File: src/rtl/pipe_register_chain.sv
// pipe_register_chain: DEPTH-stage chain of WIDTH-bit registers with a valid/ready handshake,
// global clock-enable and synchronous flush. Ready ripples combinationally from the output
// stage back to the input, so a full chain still streams one word per cycle.
// Optional occupancy counter port `occ` is built when PIPE_REGISTER_CHAIN_OCC_EN is defined.
module pipe_register_chain #(
  parameter int unsigned      WIDTH   = 7,
  parameter int unsigned      DEPTH   = 3,
  parameter logic [WIDTH-1:0] RST_VAL = '0
) (
  input  logic                         clk,
  input  logic                         rst,
  input  logic                         en,
  input  logic                         flush,
  input  logic                         in_valid,
  output logic                         in_ready,
  input  logic [WIDTH-1:0]             din,
  output logic                         out_valid,
  input  logic                         out_ready,
  output logic [WIDTH-1:0]             qout
`ifdef PIPE_REGISTER_CHAIN_OCC_EN
  ,
  output logic [$clog2(DEPTH+1)-1:0]   occ
`endif
);

  logic             go;
  logic             accept;
  logic [DEPTH-1:0] adv;
  logic [DEPTH-1:0] v_q, v_d;
  logic [WIDTH-1:0] d_q [DEPTH];
  logic [WIDTH-1:0] d_d [DEPTH];

  // en low or flush high blocks every movement in the chain.
  assign go = en & ~flush;

  // Stage k may advance if any stage above it is empty or the consumer takes the output word.
  always_comb begin
    logic room;
    adv  = '0;
    room = out_ready;
    for (int k = int'(DEPTH) - 1; k >= 0; k--) begin
      adv[k] = go & room;
      room   = room | ~v_q[k];
    end
  end

  // Handshake outputs; qout deliberately ignores en so held data stays visible.
  assign in_ready  = go & (~v_q[0] | adv[0]);
  assign accept    = in_valid & in_ready;
  assign out_valid = en & v_q[DEPTH-1];
  assign qout      = d_q[DEPTH-1];

  // Next state: walk from the output back so a downstream clear is overwritten by a refill.
  always_comb begin
    v_d = v_q;
    d_d = d_q;
    if (v_q[DEPTH-1] && adv[DEPTH-1]) begin
      v_d[DEPTH-1] = 1'b0;
    end
    for (int k = int'(DEPTH) - 2; k >= 0; k--) begin
      if (v_q[k] && adv[k]) begin
        v_d[k+1] = 1'b1;
        d_d[k+1] = d_q[k];
        v_d[k]   = 1'b0;
      end
    end
    if (accept) begin
      v_d[0] = 1'b1;
      d_d[0] = din;
    end
    // Flush drops every word but leaves the stale data in place.
    if (flush) begin
      v_d = '0;
    end
  end

  // Stage registers with asynchronous reset.
  always_ff @(posedge clk or posedge rst) begin
    if (rst) begin
      v_q <= '0;
      for (int k = 0; k < int'(DEPTH); k++) begin
        d_q[k] <= RST_VAL;
      end
    end else begin
      v_q <= v_d;
      d_q <= d_d;
    end
  end

`ifdef PIPE_REGISTER_CHAIN_OCC_EN
  localparam int unsigned OccW = $clog2(DEPTH + 1);

  logic            xfer;
  logic [OccW-1:0] occ_q, occ_d;

  assign xfer = v_q[DEPTH-1] & adv[DEPTH-1];

  // Occupancy tracks accepts minus output transfers; flush empties the chain.
  always_comb begin
    occ_d = occ_q;
    if (flush) begin
      occ_d = '0;
    end else if (accept && !xfer) begin
      occ_d = occ_q + OccW'(1);
    end else if (!accept && xfer) begin
      occ_d = occ_q - OccW'(1);
    end
  end

  // Occupancy register.
  always_ff @(posedge clk or posedge rst) begin
    if (rst) begin
      occ_q <= '0;
    end else begin
      occ_q <= occ_d;
    end
  end

  assign occ = occ_q;
`endif

endmodule

File: config.mk
export PLATFORM = sky130hd
export DESIGN_NAME = pipe_register_chain
export DESIGN_NICKNAME = d
export VERILOG_FILES = /design/src/rtl/pipe_register_chain.sv
export SDC_FILE = /design/constraint.sdc
export NUM_CORES = 1
export LEC_CHECK = 0
export BUFFER_PORTS_ARGS = -buffer_cell sky130_fd_sc_hd__buf_2
export CAP_MARGIN = 40
export CORE_MARGIN = 5
export CORE_UTILIZATION = 52
export CTS_CLUSTER_DIAMETER = 60
export DETAILED_ROUTE_END_ITERATION = 6
export GPL_ROUTABILITY_DRIVEN = 0
export PLACE_DENSITY = 0.76
export SYNTH_ARGS = -nofsm -noshare
export SYNTH_HDL_FRONTEND = slang
export SYNTH_SLANG_ARGS = --single-unit
File: constraint.sdc
create_clock -name clk -period 1.5 [get_ports clk]
set_input_delay 0.3 -clock clk [delete_from_list [all_inputs] [get_ports clk]]
set_output_delay 0.3 -clock clk [all_outputs]
set_load 0.1 [all_outputs]
[Word-level counts from Yosys, hierarchy flattened]
Cells that the tools add are included.
Word-level totals
  bits in registers: 24
  input bits: 13
Cells by class
  mux-type cells: 5
  bitwise logic cells: 14
  reductions and logical operators: 6
Operators with widths (number)
  3-bit nonzero test: 3
  1-bit AND: 7
  2-bit two-way mux: 2
  1-bit inverter: 4
  1-bit logical AND: 3
  3-bit two-way mux: 1
  1-bit bitwise OR: 3
  1-bit two-way mux: 2

[Depth between registers and ports, before layout]
  depth after elaboration: 9
  mapped depth: 5
  depth with buffers taken out: 3

[Worst setup path after synthesis]
Ideal clock, no wire load.
  path type: input-to-output
  start: input en
  end: output in_ready
  arrival time: 1281 ps
  path slack: -81 ps
  cell stages on the path: 3
  path buffers: 1
  cell sequence: buf_6 nor2b_4 and2_1
On the way
  longest elaborated chain between the ends: 4
Ends and longest elaborated chain
  start, declared: RTL line 12  | input logic en,
  1-bit AND (*): RTL line 34  | assign go = en & ~flush;
  1-bit AND: RTL line 42  | adv[k] = go & room;
  1-bit bitwise OR: RTL line 48  | assign in_ready = go & (~v_q[0] | adv[0]);
  1-bit AND (*): RTL line 48
  end, declared: RTL line 15  | output logic in_ready,
Mark *: on every way between the ends. The rest lies on a longest branch, timed or not.

[Worst setup path in the final report]
  start: register v_q[0]
  end: output in_ready
On the way
  longest elaborated chain between the ends: 3
Ends and longest elaborated chain
  start, declared: RTL line 29  | logic [DEPTH-1:0] v_q, v_d;
  start signal, assigned: RTL line 85  | v_q <= v_d;
  1-bit inverter: RTL line 48
  1-bit bitwise OR: RTL line 48
  1-bit AND: RTL line 48
No other way between the ends.

==> metrics.md <==
| Metric | Value |
|---|---|
| Clk sinks | `24` |
| GR Overflow Total | `0` |
| Minimum clock period | `~1.6 ns` |
| Achievable Freq | `just over 0.6 GHz` |
| Worst setup SP type | `flip-flop` |
| Mux contribution to synthesized area | `0.2716` |
| CTS tree | `built` |
| Sequential share of the synthesized area | `0.5455` |
| Met2 GRT Util | `0.2087` |
| Arrival time worst endpoint | `around 1.3 ns` |
| Final Cycle Share | `1.084` |
| Worst Setup Slack, final | `-0.1258 ns` |
| Inst Count DP | `roughly 120` |
| Post-Route WL | `1729 microns` |
| DR DRC count | `0` |
| Pleak | `around 0.66 nW` |
| Vias | `between 600 and 700` |
| Later-pin clock latency in the skew report | `between 0.3 and 0.4 ns` |
| GRT Overall Usage | `0.1229` |
| Vias in the first global route | `644` |
| Status | `finished, violations left` |
| Port Buffers | `21` |
| Worst hold-check path type | `input port to async pin` |
| Die Ht | `56.02 microns` |
| Compound-gate portion of the synthesized area | `0.02841` |
| Root buf cell | `clkbuf_4` |
| ANT cells | `0` |
| # H-tree levels | `1` |
| Syn_area_per_cell | `14.88 sq um` |
| Largest net degree at the start of global routing | `25` |
| Setup TNS Final | `-0.1258 ns` |
| Layout Cells excl Fill | `125` |
| Post-Synthesis Cells | `74` |
| Area delta synth->final | `19.89%` |
| Grt met1 use | `0.1474` |
| Ys Warns | `0` |
| Final Slew Violations | `0` |
| Largest family of logic cells by synthesized area | `multiplexers` |
| Max_cap viols | `0` |
| Design Area, Final | `around 1300 sq um` |
| Worst Setup SP | `v_q[0]` |
| Clock Path Buffers | `2` |
| Share of layout cells above drive strength 1 | `0.6020` |
| Max Clock Skew | `~0.012 ns` |
| Nets | `112` |
| Actual slew at the worst max-slew pin | `0.4892 ns` |
| RSZ-0062 raised after global routing | `yes` |
| Initial antenna violation count | `0` |
| Met3 usage | `0.03016` |
| Die area | `between 3000 and 4000 sq um` |
| Total Power | `around 0.002 W` |
| Final hold violation count | `14` |
| Area post-placement | `around 1200 sq um` |
| Hold Slack | `-0.005273 ns` |
| VDD IR max | `957.7 uV` |
| Rel. slew slack | `0.6761` |
| Area of the core | `1982 sq um` |
| Crit path kind | `flip-flop to primary output` |
| Routed Antenna Nets | `0` |
| Worst Reg2Reg Path Length in Cells | `4` |
| Post-synthesis simple-gate area fraction | `0.06932` |
| Crit Path Max Fanout | `4` |
| Req. time, crit path | `roughly 1.2 ns` |
| Cell Rows | `16` |
| Pwr per Cell Area | `1480 nW/um^2` |
| Die W | `about 56 microns` |
| Post-DR vias/cell | `roughly 5` |
| Mapped Nets | `87` |
| Synth Area in XOR/XNOR | `0` |
| First-pass GRT wire length | `2960 microns` |
| Iteration-0 DRC Markers | `2` |
| Reg-to-Reg Start | `v_q[0]` |
| I/O pin count | `22` |
| Failing checks | `negative hold slack, negative setup slack` |
| DRT Pass-1 Iters | `2` |
| Drt wl/cell | `13.83 microns` |
| FF+latch count, synth | `24` |
| Total CTS buffers | `3` |
| Final setup viols | `1` |
| DP HPWL | `around 1300 microns` |
| CP Capture Type | `primary output` |
| Gr busiest metal | `met2` |
| Worst-path clk slew | `approximately 0.14 ns` |
| Adder-cell share of the synthesized area | `0` |
| Initial core utilization | `0.5556` |
| Post-synthesis instance area | `1101 sq um` |
| Unique masters post-synth | `20` |
[synth_stat cells]
cell type   n  share of area
buf_4       7          0.048
a21oi_2     1         0.0080
and3b_1     1         0.0080
nor2b_4     1          0.012
nor2_1      1         0.0034
a22oi_1     1         0.0068
and2b_1     1         0.0068
mux2_4     14           0.19
and3_1      1         0.0057
nand3b_1    1         0.0068
inv_1       2         0.0068
o21ai_0     1         0.0045
and2_1      2          0.011
mux2i_1     1         0.0091
nand2_1     2         0.0068
a21oi_1     2         0.0091
nand4b_1    1         0.0080
buf_6       3          0.031
dfrtp_1    24           0.55
mux2_2      7          0.072
[logic make-up (layout without fill, tap and decap cells)]
kind of cell | count (synthesis) | after routing
compound gates | 5 | 5
buf+inv | 12 | 36
flops | 24 | 24
mux | 22 | 22
simple gates | 11 | 11
[final timing paths]
check	end	slack, ns
worst max-delay path	in_ready	-0.13
worst min register to register	qout[1]	0.52
min in group clk	v_q[0]	0.20
worst min-delay path	v_q[0]	-0.005
worst max register to register	d_q[16]	0.05
max in group asynchronous	qout[2]	1.26
[registers in the layout, summed over array words and instances (netlist names)]
name  cells
v_q       3
qout      7
d_q      14
[cell type report]
class / instances / area [sq um]
fillers: 143 / 661.9
flip-flops and latches: 24 / 600.6
multi-input cells: 38 / 410.4
repair buffers: 30 / 215.2
well taps: 27 / 33.78
clock inverters: 1 / 30.03
clock buffers: 3 / 22.52
inverters: 2 / 7.507
[where the power goes]
group	total [W]	internal (W)	switching, W	leakage, nW
registers	0.000870	0.000795	0.0000759	0.304
logic	0.000621	0.000216	0.000405	0.332
clock network	0.000462	0.000270	0.000192	0.0279
total	0.00195	0.00128	0.000673	0.664
[stage by stage]
| stage | utilization | worst slack, ns |
|---|---|---|
| final | 0.6660 | -0.1258 |
| after CTS | 0.6578 | -0.1204 |
| after global placement | 0.6307 | 0.06395 |
| after detailed placement | 0.6307 | 0.02414 |
| after floorplan | - | 0.05149 |
| after global routing | 0.6660 | -0.2066 |
[critical path: stages (launching register included)]
cell and delay, ns:
dfrtp_1 0.41, nand4b_1 0.14, buf_4 0.16, and2_4 0.14, buf_12 0.16
[cell usage in the layout (no fill, tap or decap)]
| cell type | n |
|---|---|
| o21ai_0 | 1 |
| clkbuf_4 | 3 |
| buf_2 | 19 |
| a21oi_2 | 1 |
| bufinv_16 | 1 |
| mux2_2 | 7 |
| and3_2 | 1 |
| a21oi_1 | 2 |
| mux2i_1 | 1 |
| nor2_1 | 1 |
| buf_4 | 8 |
| nor2b_4 | 1 |
| inv_1 | 2 |
| nand3b_1 | 1 |
| dfrtp_1 | 24 |
| and3b_1 | 1 |
| nand4b_1 | 1 |
| and2b_1 | 1 |
| buf_12 | 3 |
| and2_1 | 1 |
| mux2_4 | 14 |
| and2_4 | 1 |
| a22oi_1 | 1 |
| nand2_1 | 2 |
[routing by layer]
metal | part of all wire | vias to the layer above
li1 | - | 295
met2 | 0.50 | 12
met1 | 0.44 | 309
met3 | 0.047 | 2
met5 | 0 | -
met4 | 0.0069 | 0
[repair_timing]
action,4_1_cts,5_1_grt
pin swaps,1,1
gates resized for setup,1,1
hold buffers,0,0
buffers inserted,0,2
endpoints found under the setup margin,1,8
Power figures use the tool's default switching activity.
